===== src/rtl/field_mul_arbiter.sv =====
// field_mul_arbiter
//   Round-robin arbiter that shares one multi-cycle field multiplier among
//   NREQ requesters. The winner's operands are latched in IDLE and the
//   multiplier en/ready handshake is sequenced. The product is then returned
//   in c, with a one-cycle done pulse to the granted requester.
//
// Ports
//   clk, rst        clock, asynchronous active-high reset
//   req[NREQ]       per-requester request level (sampled only in IDLE)
//   op_a, op_b      per-requester operands, F_NBITS each
//   gnt[NREQ]       one-hot grant, high from ISSUE through DONE
//   done[NREQ]      one-hot, one-cycle result-valid pulse (DONE state)
//   c               registered product, held until the next DONE
//   busy            high in any state other than IDLE
//   mul_en          multiplier start pulse (ISSUE state)
//   mul_a, mul_b    latched operands presented to the multiplier
//   mul_ready       multiplier ready level
//   mul_c           multiplier product
//
// Multiplier handshake: mul_en is a single-cycle start strobe that carries
// the operands on mul_a/mul_b. Those operands stay stable until the
// operation completes. mul_ready is ignored in the ISSUE cycle. From WAIT on,
// the first cycle with mul_ready=1 is the cycle in which mul_c is valid, and
// the product is captured on that edge.

module field_mul_arbiter #(
  parameter int NREQ    = 4,
  parameter int F_NBITS = 61,
  parameter int IDX_W   = $clog2(NREQ)
) (
  input  logic                             clk,
  input  logic                             rst,
  input  logic [NREQ-1:0]                  req,
  input  logic [NREQ-1:0][F_NBITS-1:0]     op_a,
  input  logic [NREQ-1:0][F_NBITS-1:0]     op_b,
  output logic [NREQ-1:0]                  gnt,
  output logic [NREQ-1:0]                  done,
  output logic [F_NBITS-1:0]               c,
  output logic                             busy,
  output logic                             mul_en,
  output logic [F_NBITS-1:0]               mul_a,
  output logic [F_NBITS-1:0]               mul_b,
  input  logic                             mul_ready,
  input  logic [F_NBITS-1:0]               mul_c
);

  typedef enum logic [1:0] {
    IDLE  = 2'd0,
    ISSUE = 2'd1,
    WAIT  = 2'd2,
    DONE  = 2'd3
  } state_t;

  state_t               state_q, state_d;
  logic [IDX_W-1:0]     idx_q;
  logic [IDX_W-1:0]     ptr_q;
  logic [F_NBITS-1:0]   a_q, b_q, c_q;

  logic                 win_found;
  logic [IDX_W-1:0]     win_idx;
  logic [IDX_W-1:0]     cand_idx;
  logic [NREQ-1:0]      idx_onehot;

  // Round-robin scan starting one past the last winner. The last candidate
  // checked is ptr itself, so a lone requester can be re-granted.
  always_comb begin
    win_found = 1'b0;
    win_idx   = '0;
    cand_idx  = '0;
    for (int i = 1; i <= NREQ; i++) begin
      cand_idx = IDX_W'((int'(ptr_q) + i) % NREQ);
      if (!win_found && req[cand_idx]) begin
        win_found = 1'b1;
        win_idx   = cand_idx;
      end
    end
  end

  assign idx_onehot = NREQ'(1) << idx_q;

  // State register
  always_ff @(posedge clk or posedge rst) begin
    if (rst) state_q <= IDLE;
    else     state_q <= state_d;
  end

  // Next-state logic
  always_comb begin
    state_d = IDLE;
    case (state_q)
      IDLE:    state_d = win_found ? ISSUE : IDLE;
      ISSUE:   state_d = WAIT;
      WAIT:    state_d = mul_ready ? DONE : WAIT;
      DONE:    state_d = IDLE;
      default: state_d = IDLE;
    endcase
  end

  // Output logic
  always_comb begin
    gnt    = '0;
    done   = '0;
    mul_en = 1'b0;
    busy   = 1'b0;
    case (state_q)
      ISSUE: begin
        gnt    = idx_onehot;
        mul_en = 1'b1;
        busy   = 1'b1;
      end
      WAIT: begin
        gnt  = idx_onehot;
        busy = 1'b1;
      end
      DONE: begin
        gnt  = idx_onehot;
        done = idx_onehot;
        busy = 1'b1;
      end
      default: ;
    endcase
  end

  // Datapath: operands are captured only when leaving IDLE, so later changes
  // on op_a/op_b cannot reach the multiplier mid-operation.
  always_ff @(posedge clk or posedge rst) begin
    if (rst) begin
      idx_q <= '0;
      ptr_q <= IDX_W'(NREQ - 1);
      a_q   <= '0;
      b_q   <= '0;
      c_q   <= '0;
    end else begin
      if (state_q == IDLE && win_found) begin
        idx_q <= win_idx;
        ptr_q <= win_idx;
        a_q   <= op_a[win_idx];
        b_q   <= op_b[win_idx];
      end
      if (state_q == WAIT && mul_ready) begin
        c_q <= mul_c;
      end
    end
  end

  assign mul_a = a_q;
  assign mul_b = b_q;
  assign c     = c_q;

endmodule


===== config.mk =====
export PLATFORM = sky130hd
export DESIGN_NAME = field_mul_arbiter
export DESIGN_NICKNAME = d
export VERILOG_FILES = /design/src/rtl/field_mul_arbiter.sv
export SDC_FILE = /design/constraint.sdc
export NUM_CORES = 1
export LEC_CHECK = 0
export CAP_MARGIN = 30
export CORE_AREA = 5 5 288 290
export CTS_BUF_LIST = sky130_fd_sc_hd__clkbuf_4
export DETAILED_ROUTE_END_ITERATION = 6
export DIE_AREA = 0 0 293 295
export PLACE_DENSITY = 0.35
export SYNTH_ARGS = -nofsm -noshare
export SYNTH_HDL_FRONTEND = slang
export SYNTH_SLANG_ARGS = --single-unit

===== constraint.sdc =====
create_clock -name clk -period 8.45 [get_ports clk]
set_clock_uncertainty 0.1 [all_clocks]
set_input_delay 1.69 -clock clk [delete_from_list [all_inputs] [get_ports clk]]
set_output_delay 1.69 -clock clk [all_outputs]
set_load 0.005 [all_outputs]

==> results of run 1 <==
[area by class of cell]
cell class | instances | area share (%)
Timing Repair Buffer | 760 | 39.93
Multi-Input combinational cell | 592 | 26.33
Sequential cell | 189 | 24.75
Tap cell | 1060 | 6.936
Clock inverter | 15 | 1.080
Clock buffer | 17 | 0.6675
Inverter | 6 | 0.1570
Antenna cell | 12 | 0.1570
[power by group through the flow]
| stage | clock network, µW | registers [µW] | logic, µW |
|---|---|---|---|
| floorplan | 0 | 1640 | 1710 |
| global placement | 0 | 1640 | 3350 |
| detailed placement | 0 | 1650 | 3370 |
| CTS | 683 | 1630 | 3370 |
| global route | 702 | 1680 | 3550 |
| finish | 619 | 1630 | 3280 |
[sequential cells by signal, summed over array words and instances (netlist names)]
register and flops:
mul_a 61, c 61, idx_q 2, ptr_q 2
mul_b 61, state_q 2
[worst paths after layout]
path | to | slack, ns
min in group asynchronous | mul_b[18]$_DFFE_PP0P_ | 1.25
hold reg to reg | mul_a[60]$_DFFE_PP0P_ | 0.41
max in group asynchronous | mul_b[44]$_DFFE_PP0P_ | 5.68
setup reg to reg | mul_a[17]$_DFFE_PP0P_ | 5.10
hold / removal | mul_a[60]$_DFFE_PP0P_ | 0.41
setup / recovery | mul_a[17]$_DFFE_PP0P_ | 4.15
[per-layer routing]
metal	wire length, µm	up-vias	global-route usage, %
li1	-	4678	-
met1	20370	4822	12.84
met2	30820	415	23.50
met3	5049	38	4.928
met4	731	8	3.059
met5	49	-	0
[kinds of logic after synthesis]
kind of cell / synth area share [%]
compound gates: 11.63
fa+ha+maj: 0.6001
buf+inv: 6.577
flops: 45.39
mux: 30.02
simple gates: 5.785
[metrics by stage]
| step | hold slack (ns) | cell area (µm²) | setup WS (ns) | util, % | power, µW |
|---|---|---|---|---|---|
| floorplan | 0.3711 | 10430 | 1.521 | - | 3354 |
| global placement | 0.3696 | 18730 | 2.979 | 23.40 | 4989 |
| detailed placement | 0.3720 | 18730 | 2.984 | 23.40 | 5017 |
| CTS | 0.4153 | 19060 | 3.933 | 23.82 | 5691 |
| global route | 0.4422 | 19110 | 4.087 | 23.88 | 5935 |
| finish | 0.4106 | 19120 | 4.148 | 23.89 | 5520 |
[worst register-to-register path, cell delays in order (launching register included)]
cell and delay (ns):
dfstp_2 0.60, nand2b_1 0.12, o21ai_1 0.13, a211oi_4 0.32
buf_12 0.41, buf_12 0.87, mux2i_1 0.52, o221ai_1 0.16
[layout by cell type, fill, tap and decap left out, types with 2 or more instances in the layout]
master / Yosys / layout
clkbuf_4: 2 / 17
buf_4: 1 / 8
ha_1: 5 / 5
o221ai_1: 111 / 111
nor2b_1: 2 / 2
inv_8: 0 / 4
mux2i_1: 244 / 244
buf_12: 12 / 3
inv_1: 6 / 5
nor2_1: 4 / 4
clkdlybuf4s50_1: 0 / 748
dfstp_2: 2 / 2
o21ai_0: 4 / 4
clkinv_8: 0 / 5
and3_1: 2 / 2
nor3_1: 3 / 3
dfrtp_1: 187 / 187
mux2_2: 61 / 61
inv_12: 0 / 3
diode_2: 0 / 12
inv_6: 0 / 2
o221ai_2: 11 / 11
nand2_2: 1 / 2
nor3b_1: 3 / 3
nand2_1: 128 / 127
==> metrics.md, run 1 <==
| Metric | Value |
|---|---|
| Critical Path Stages | 8 |
| Library cells used by synthesis | 37 |
| Share of total power in the clock network | 11.2% |
| Switching fraction of total power | 40.04% |
| Clock transition at path regs | 0.22 ns |
| Routed wire length | 57.02 mm |
| RSZ-0062 raised after global routing | false |
| Crit-path slowest cell | buf_12 |
| Die area | 86440 µm² |
| #FFs+latches synth | 189 |
| Dpl cells | 2606 |
| Hold_sp | mul_a[60]$_DFFE_PP0P_ |
| Max-cap violations | 0 |
| Startpoint Class | input port |
| Max incr delay on CP | 0.63 ns |
| Post-synth top cells | 244 x mux2i_1, 187 x dfrtp_1, 128 x nand2_1 |
| Starting density of the core | 13.03% |
| Synthesized Nets | 1423 |
| Area of the mapped netlist | 10420 µm² |
| Buffers on Ports | 748 |
| CTS root buf | clkbuf_4 |
| Fraction of layout cells with a size suffix above 1 | 7.980% |
| Worst setup EP type | register |
| Post-Layout Cell Count | 2651 |
| CP bufs+invs | 3 |
| Dominant synthesized flop cell | dfrtp_1 |
| Gpl congestion | 0.8261 |
| Reg area | 4732 µm² |
| Buffer count from post-CTS setup fixing | 0 |
| Core ar. | 80030 µm² |
| Area of the multi-input gates | 5034 µm² |
| Initial antenna violation count | 11 |
| Critical Path Fanout Max | 111 |
| Peak VDD IR | 0.1882 mV |
| Maximum achievable frequency | 232.5 MHz |
| Resize count post-CTS | 0 |
| Sw power | 2210 µW |
| Fillers | 8548 |
| Gr usage total | 12.42% |
| Hold Path Class | register to register |
| Synth warn | 0 |
| Data arrival time of the critical path | 4.82 ns |
| Clk sink count | 189 |
| Post-layout minimum cycle time | 4.302 ns |
| CP startpoint | req[1] |
| CTS buffer count | 17 |
| Gate Count Post-Synth | 862 |
| H-Tree Depth | 4 |
| Post-DP HPWL | 44.22 mm |
| Worst path cell trace | clkdlybuf4s50_1 -> nor2b_1 -> o21a_1 -> a211oi_4 -> buf_12 -> buf_12 -> mux2i_1 -> o221ai_1 |
| Final hold violation count | 0 |
| Routed WL per cell | 21.51 µm |
| Number of synthesized flops with an enable pin | 0 |
| Vias | 9961 |
| Share of flip-flops with an asynchronous set or reset | 100.0% |
| P_leak | 0.007786 µW |
| Nets | 2127 |
| Setup_tns | 0 ns |
| Final setup fails | 0 |
| Area share of the largest cell type after synthesis | 44.89% |
| Top cells by area, synth | dfrtp_1 45%, mux2i_1 23%, o221ai_1 9.3% |
| Global-route wire length before repair | 78.54 mm |
| Die span in y | 295 µm |
| Max-slew violation count | 0 |
| Drt pass-1 iters | 5 |
| Logic pwr share | 59.3% |
| Worst r2r path cells | 7 |
| Most frequent cell after synthesis | mux2i_1 |
| Syn Area/Cell | 12.09 µm² |
| Initial DRC Count | 279 |
| Worst r2r src | ptr_q[0]$_DFFE_PP1P_ |
| Hold depth | 2 |
| Largest net degree at the start of global routing | 116 |
| Status | finished clean |
| Worst setup path category | input port to register |
| Most common cell on crit path | buf_12 |
| Slew of the pin with the lowest slew margin | 0.9459 ns |
| Int Power | 3310 µW |
| Die W | 293 µm |
| Reg power frac | 29.4% |
| Seq/Total Area, Yosys | 45.39% |
| Worst EP required | 8.97 ns |
| Final worst path period share | 50.91% |
| CTS Hold Buffers Added | 0 |
| Worst slew margin | 36.94% |
| CTS tree | done |
| Drt drc | 0 |
| Worst skew pair latency | 0.73 ns |
| Post-DR vias/cell | 3.757 |
| Clock buffer depth | 2 |
| Vias in the first global route | 10750 |
| Synth-to-layout area growth | 83.41% |
| Pwr Density | 288.7 nW/µm² |
| Gr ovfl total | 0 |
| Cell taking the most area after synthesis | dfrtp_1 |
| Row Count | 104 |
| # IOs | 749 |
| Antenna Violating Nets Remaining | 0 |
| Worst path top cell family by delay | buffers and inverters |
Power figures use the tool's default switching activity.
==> run 2: changes to the inputs <==
==> constraint.sdc (replaced) <==
create_clock -name clk -period 4.28 [get_ports clk]
set_clock_uncertainty 0.1 [all_clocks]
set_input_delay 0.856 -clock clk [delete_from_list [all_inputs] [get_ports clk]]
set_output_delay 0.856 -clock clk [all_outputs]
set_load 0.005 [all_outputs]
==> run 2 against run 1 <==
Wire length grew 0.69%; utilization grew 0.23 points; final cell count grew 0.41%; via count shrank 0.10%; sequential power grew 96%; combinational power grew 100%.
==> metrics.md, run 2 (synthesis results as in run 1) <==
| Metric | Value |
|---|---|
| Drt pass-1 iters | 4 (was 5) |
| Worst slew margin | 45.86% (was 36.94%) |
| Initial DRC Count | 293 (was 279) |
| Worst setup margin | 1.058 ns (was 4.148 ns) |
| Startpoint Class | register (was input port) |
| Worst path top cell family by delay | buffers and inverters (unchanged) |
| Crit-path slowest cell | clkdlybuf4s50_1 (was buf_12) |
| Core ar. | 80030 µm² (unchanged) |
| Worst skew pair latency | 0.74 ns (was 0.73 ns) |
| Area of the multi-input gates | 5034 µm² (unchanged) |
| Die W | 293 µm (unchanged) |
| Slew of the pin with the lowest slew margin | 0.8120 ns (was 0.9459 ns) |
| Max incr delay on CP | 0.53 ns (was 0.63 ns) |
| Antenna Violating Nets Remaining | 0 (unchanged) |
| Vias in the first global route | 10960 (was 10750) |
| Synth-to-layout area growth | 85.15% (was 83.41%) |
| Global-route wire length before repair | 79.71 mm (was 78.54 mm) |
| Worst setup EP type | output port (was register) |
| CTS root buf | clkbuf_4 (unchanged) |
| Resize count post-CTS | 0 (unchanged) |
| Drt drc | 0 (unchanged) |
| Most common cell on crit path | inv_1 (was buf_12) |
| Post-DP HPWL | 44.31 mm (was 44.22 mm) |
| # IOs | 749 (unchanged) |
| Max-cap violations | 0 (unchanged) |
| Fraction of layout cells with a size suffix above 1 | 8.616% (was 7.980%) |
| Status | finished clean (unchanged) |
| H-Tree Depth | 4 (unchanged) |
| DP Worst Slack | 0.7293 ns (was 2.984 ns) |
| Routed wire length | 57.41 mm (was 57.02 mm) |
| Hold Path Class | input port to asynchronous set/reset pin (was register to register) |
| Nets | 2138 (was 2127) |
| Clock transition at path regs | 0.23 ns (was 0.22 ns) |
| Clk sink count | 189 (unchanged) |
| Gpl congestion | 0.8250 (was 0.8261) |
| Pwr Density | 573.0 nW/µm² (was 288.7 nW/µm²) |
| RSZ-0062 raised after global routing | false (unchanged) |
| Final worst path period share | 75.28% |
| Buffers on Ports | 748 (unchanged) |
| Clock buffer depth | 2 (unchanged) |
| Met1 wire length | 21.11 mm (was 20.37 mm) |
| CP bufs+invs | 3 (unchanged) |
| Critical Path Fanout Max | 4 (was 111) |
| Reg area | 4732 µm² (unchanged) |
| CTS Hold Buffers Added | 0 (unchanged) |
| Routed WL per cell | 21.57 µm (was 21.51 µm) |
| Most frequent cells in the layout | 748 x clkdlybuf4s50_1, 244 x mux2i_1, 187 x dfrtp_1, 127 x nand2_1, 111 x o221ai_1 (unchanged) |
| CTS buffer count | 17 (unchanged) |
| Die area | 86440 µm² (unchanged) |
| Buffer count from post-CTS setup fixing | 0 (unchanged) |
| Data arrival time of the critical path | 2.27 ns (was 4.82 ns) |
| Row Count | 104 (unchanged) |
| Worst path cell trace | inv_1 -> ha_1 -> inv_1 -> and3_1 -> clkdlybuf4s50_1 (was clkdlybuf4s50_1 -> nor2b_1 -> o21a_1 -> a211oi_4 -> buf_12 -> buf_12 -> mux2i_1 -> o221ai_1) |
| Maximum achievable frequency | 310.4 MHz |
| CTS tree | done (unchanged) |
| Gr usage total | 12.55% (was 12.42%) |
| Post-layout minimum cycle time | 3.222 ns |
| Worst EP required | 3.32 ns (was 8.97 ns) |
| Final hold violation count | 0 (unchanged) |
| Commonest non-fill, non-tap cell in the layout | clkdlybuf4s50_1 (unchanged) |
| P_leak | 0.007876 µW (was 0.007786 µW) |
| Largest net degree at the start of global routing | 126 (was 116) |
| Die span in y | 295 µm (unchanged) |
| Setup_tns | 0 ns (unchanged) |
| WL met3 | 4.306 mm (was 5.049 mm) |
| Worst setup path category | register to output port (was input port to register) |
| Peak VDD IR | 0.4216 mV (was 0.1882 mV) |
| Max-slew violation count | 0 (unchanged) |
| Gr ovfl total | 0 (unchanged) |
| Initial antenna violation count | 8 (was 11) |
| Met2 routed WL | 30.78 mm (was 30.82 mm) |
| Final setup fails | 0 (unchanged) |
| Fillers | 8552 (was 8548) |
| Top Layer Used | met5 (unchanged) |
| Starting density of the core | 13.03% (unchanged) |
| Vias | 9951 (was 9961) |
| Post-DR vias/cell | 3.738 (was 3.757) |
## run 2: cell count changes in the layout (fill, tap and decap cells not counted), moves of 2 or more
| cell | delta |
|---|---|
| inv_12 | +3 |
| clkinv_8 | -2 |
| buf_4 | +4 |
| buf_12 | +8 |
## run 2: metrics by stage
stage	hold slack [ns]	cell area, µm²	cells	util (%)	total power (µW)
finish	0.2821	19300	2662	24.12	11060
global route	0.1607	19290	2658	24.11	11870
CTS	0.1477	19270	2650	24.08	11400
detailed placement	0.3721	18920	2618	23.64	9999
global placement	0.3704	18920	2618	23.64	9974
floorplan	0.3711	10430	862	-	6622
## run 2: per-layer routing
layer	vias up	track usage [%]
met2	425	23.07
met1	4789	13.58
met3	48	4.177
met5	-	0
met4	2	4.156
li1	4687	-
## run 2: final timing paths
kind / startpoint / end / slack [ns] / cells after the start
worst max-delay path: state_q[0]$_DFF_PP0_ / gnt[3] / 1.06 / 5
worst min-delay path: rst / mul_b[9]$_DFFE_PP0P_ / 0.28 / 2
worst max register to register: ptr_q[0]$_DFFE_PP1P_ / mul_b[51]$_DFFE_PP0P_ / 1.69 / 7
worst min register to register: mul_b[40]$_DFFE_PP0P_ / mul_b[40]$_DFFE_PP0P_ / 0.41 / 2
max in group asynchronous: rst / mul_a[18]$_DFFE_PP0P_ / 2.92 / 3
min in group clk: mul_b[40]$_DFFE_PP0P_ / mul_b[40]$_DFFE_PP0P_ / 0.41 / 2
## run 2: cell type report
class / instances / area share, %
diodes: 12 / 0.1556
clock buffers: 17 / 0.6612
clock inverters: 15 / 1.186
inverters: 6 / 0.1361
multi-input cells: 592 / 26.08
flip-flops and latches: 189 / 24.52
well taps: 1060 / 6.871
repair buffers: 771 / 40.40
## run 2: report_power, final
group          switching, µW  internal [µW]
logic                   2950           3610
clock network            973            326
registers                511           2690
==> patch (settings of run 1) <==
Re-encode `state_t` (4 states) as one-hot, 4 bits wide.
--- a/src/rtl/field_mul_arbiter.sv
+++ b/src/rtl/field_mul_arbiter.sv
@@ -44,11 +44,11 @@
   input  logic [F_NBITS-1:0]               mul_c
 );
 
-  typedef enum logic [1:0] {
-    IDLE  = 2'd0,
-    ISSUE = 2'd1,
-    WAIT  = 2'd2,
-    DONE  = 2'd3
+  typedef enum logic [3:0] {
+    IDLE  = 4'b0001,
+    ISSUE = 4'b0010,
+    WAIT  = 4'b0100,
+    DONE  = 4'b1000
   } state_t;
 
   state_t               state_q, state_d;
Formal check against the unedited RTL: no difference found for any inputs over 4 cycles, from zero or initial values and one cycle with rst high; so few cycles prove little.
==> patch against run 1 <==
Fmax shrank 10%. Final area is 7.9% higher. First-iteration DRC count rose by 97%. Synthesized area rose by 12%. Routed wire length up 33%. Worst setup slack got worse by 0.49 ns. Hold slack better by 0.013 ns. Sequential cell count increased by 2. Count of clock-buffer cells in the layout stayed put. Power increased by 6.7%. Via count rose by 28%. Critical path type unchanged. Critical endpoint is now mul_a[24].
==> patch: results (changes against run 1) <==
----------------------------------------------------
[Global route]
  Vias in the first global route ... 13,500 (+25%)
  Maximum number of pins on one net before global-route repair ... 95 (-18%)
  Met2 usage ... 30.0% (+6.5 points)
  Initial antenna violation count ... 19 (+8)
  Total global-route track usage ... 16.5% (+4.1 points)
  Grt met1 use ... 19.3% (+6.5 points)

[Synthesis]
  Cells after synthesis ... 1,191 (+38%)
  Dominant cells by area after synthesis ... dfrtp_1 (40%), mux2i_1 (10%), a21o_1 (8.0%)
  Top cells by instance count after synthesis ... dfrtp_1 (188), nand2_1 (129), a21o_1 (124), o211ai_1 (124)
  Number of synthesized register bits ... 191 (+1.1%)

[Worst setup path]
  Worst setup endpoint ... mul_a[24]
  Register-to-register setup slack ... 4.94 ns (-0.16 ns)
  Reg2Reg Launch Point ... state_q[2]

[Layout]
  Number of antenna cells inserted ... 17 (+5)
  Non-clk bufs ... 775 (+2.0%)
  Net count reported at finish ... 2,395 (+13%)
  Fraction of area in multi-input gates ... 30.4% (+4.1 points)
  Total of fill cells in the finished design ... 8,617 (+0.81%)
  Share of cells above drive strength 1 ... 6.48% (-1.5 points)
  Footprint of the flip-flops and latches ... 4780 um2 (+1.1%)
  Data-path buffer share of cell area in the final layout ... 37.8% (-2.1 points)

[Place]
  Final HPWL from detailed placement ... 56,000 um (+27%)
  Number of cells in the design after placement ... 2,878 (+10%)
  Final GP Congestion ... 0.800 (-3.1%)

[Status]
  Outcome ... complete, no violations

[Pwr]
  Combinational power share ... 60.8% (+1.5 points)
  Switching component of the power ... 2590 uW (+17%)
  Clock-net power ... 666 uW (+7.6%)
  Highest ir drop seen on vdd ... 215 uV (+14%)
  Standby leakage power ... 0.00813 uW (+4.4%)

[Detailed routing]
  Met1 Wirelength ... 29,700 um (+46%)
  Vias after detailed routing ... 12,800 (+28%)
  Met2 WL ... 40,000 um (+30%)
  Avg Vias per Cell ... 4.36 (+16%)
  WL/cell ... 25.9 um (+20%)

[STA]
  Transition time of the tightest slew-check pin ... 0.981 ns (+0.0351 ns)

[Min path]
  Hold endpoint ... mul_a[16]

----------------------------------------------------
==> patch: cell types whose count changed in the layout (fill, tap and decap cells not counted), sizes merged, moves of 8 or more <==
cell    before  now
a21o         0  124
o211ai       0  124
nand4        0  123
mux2i      244  122
o221ai     122    0
o31ai        0  122
buf         12   27
nor2         5   13
==> patch: metrics by stage <==
stage	total power, uW	instance area (um2)	hold WS [ns]	setup WS (ns)
2_1_floorplan	3340	11700	0.383	1.47
3_3_place_gp	5290	20100	0.373	2.65
3_5_place_dp	5340	20200	0.374	2.74
4_1_cts	6040	20500	0.428	3.65
5_1_grt	6300	20600	0.438	3.47
6_report	5890	20600	0.424	3.65
==> patch: kinds of logic (layout without fill, tap and decap cells) <==
kind of cell / count (synthesis) / after routing / synth area share [%]
xor gates and xnor gates: 1 / 1 / 0.0748
muxes: 183 / 183 / 16.3
and+or+nand+nor: 281 / 281 / 12.1
buffers and inverters: 152 / 813 / 6.24
DFF: 191 / 191 / 40.9
AOI/OAI and AO/OA: 383 / 383 / 24.4
other: 0 / 17 / 0
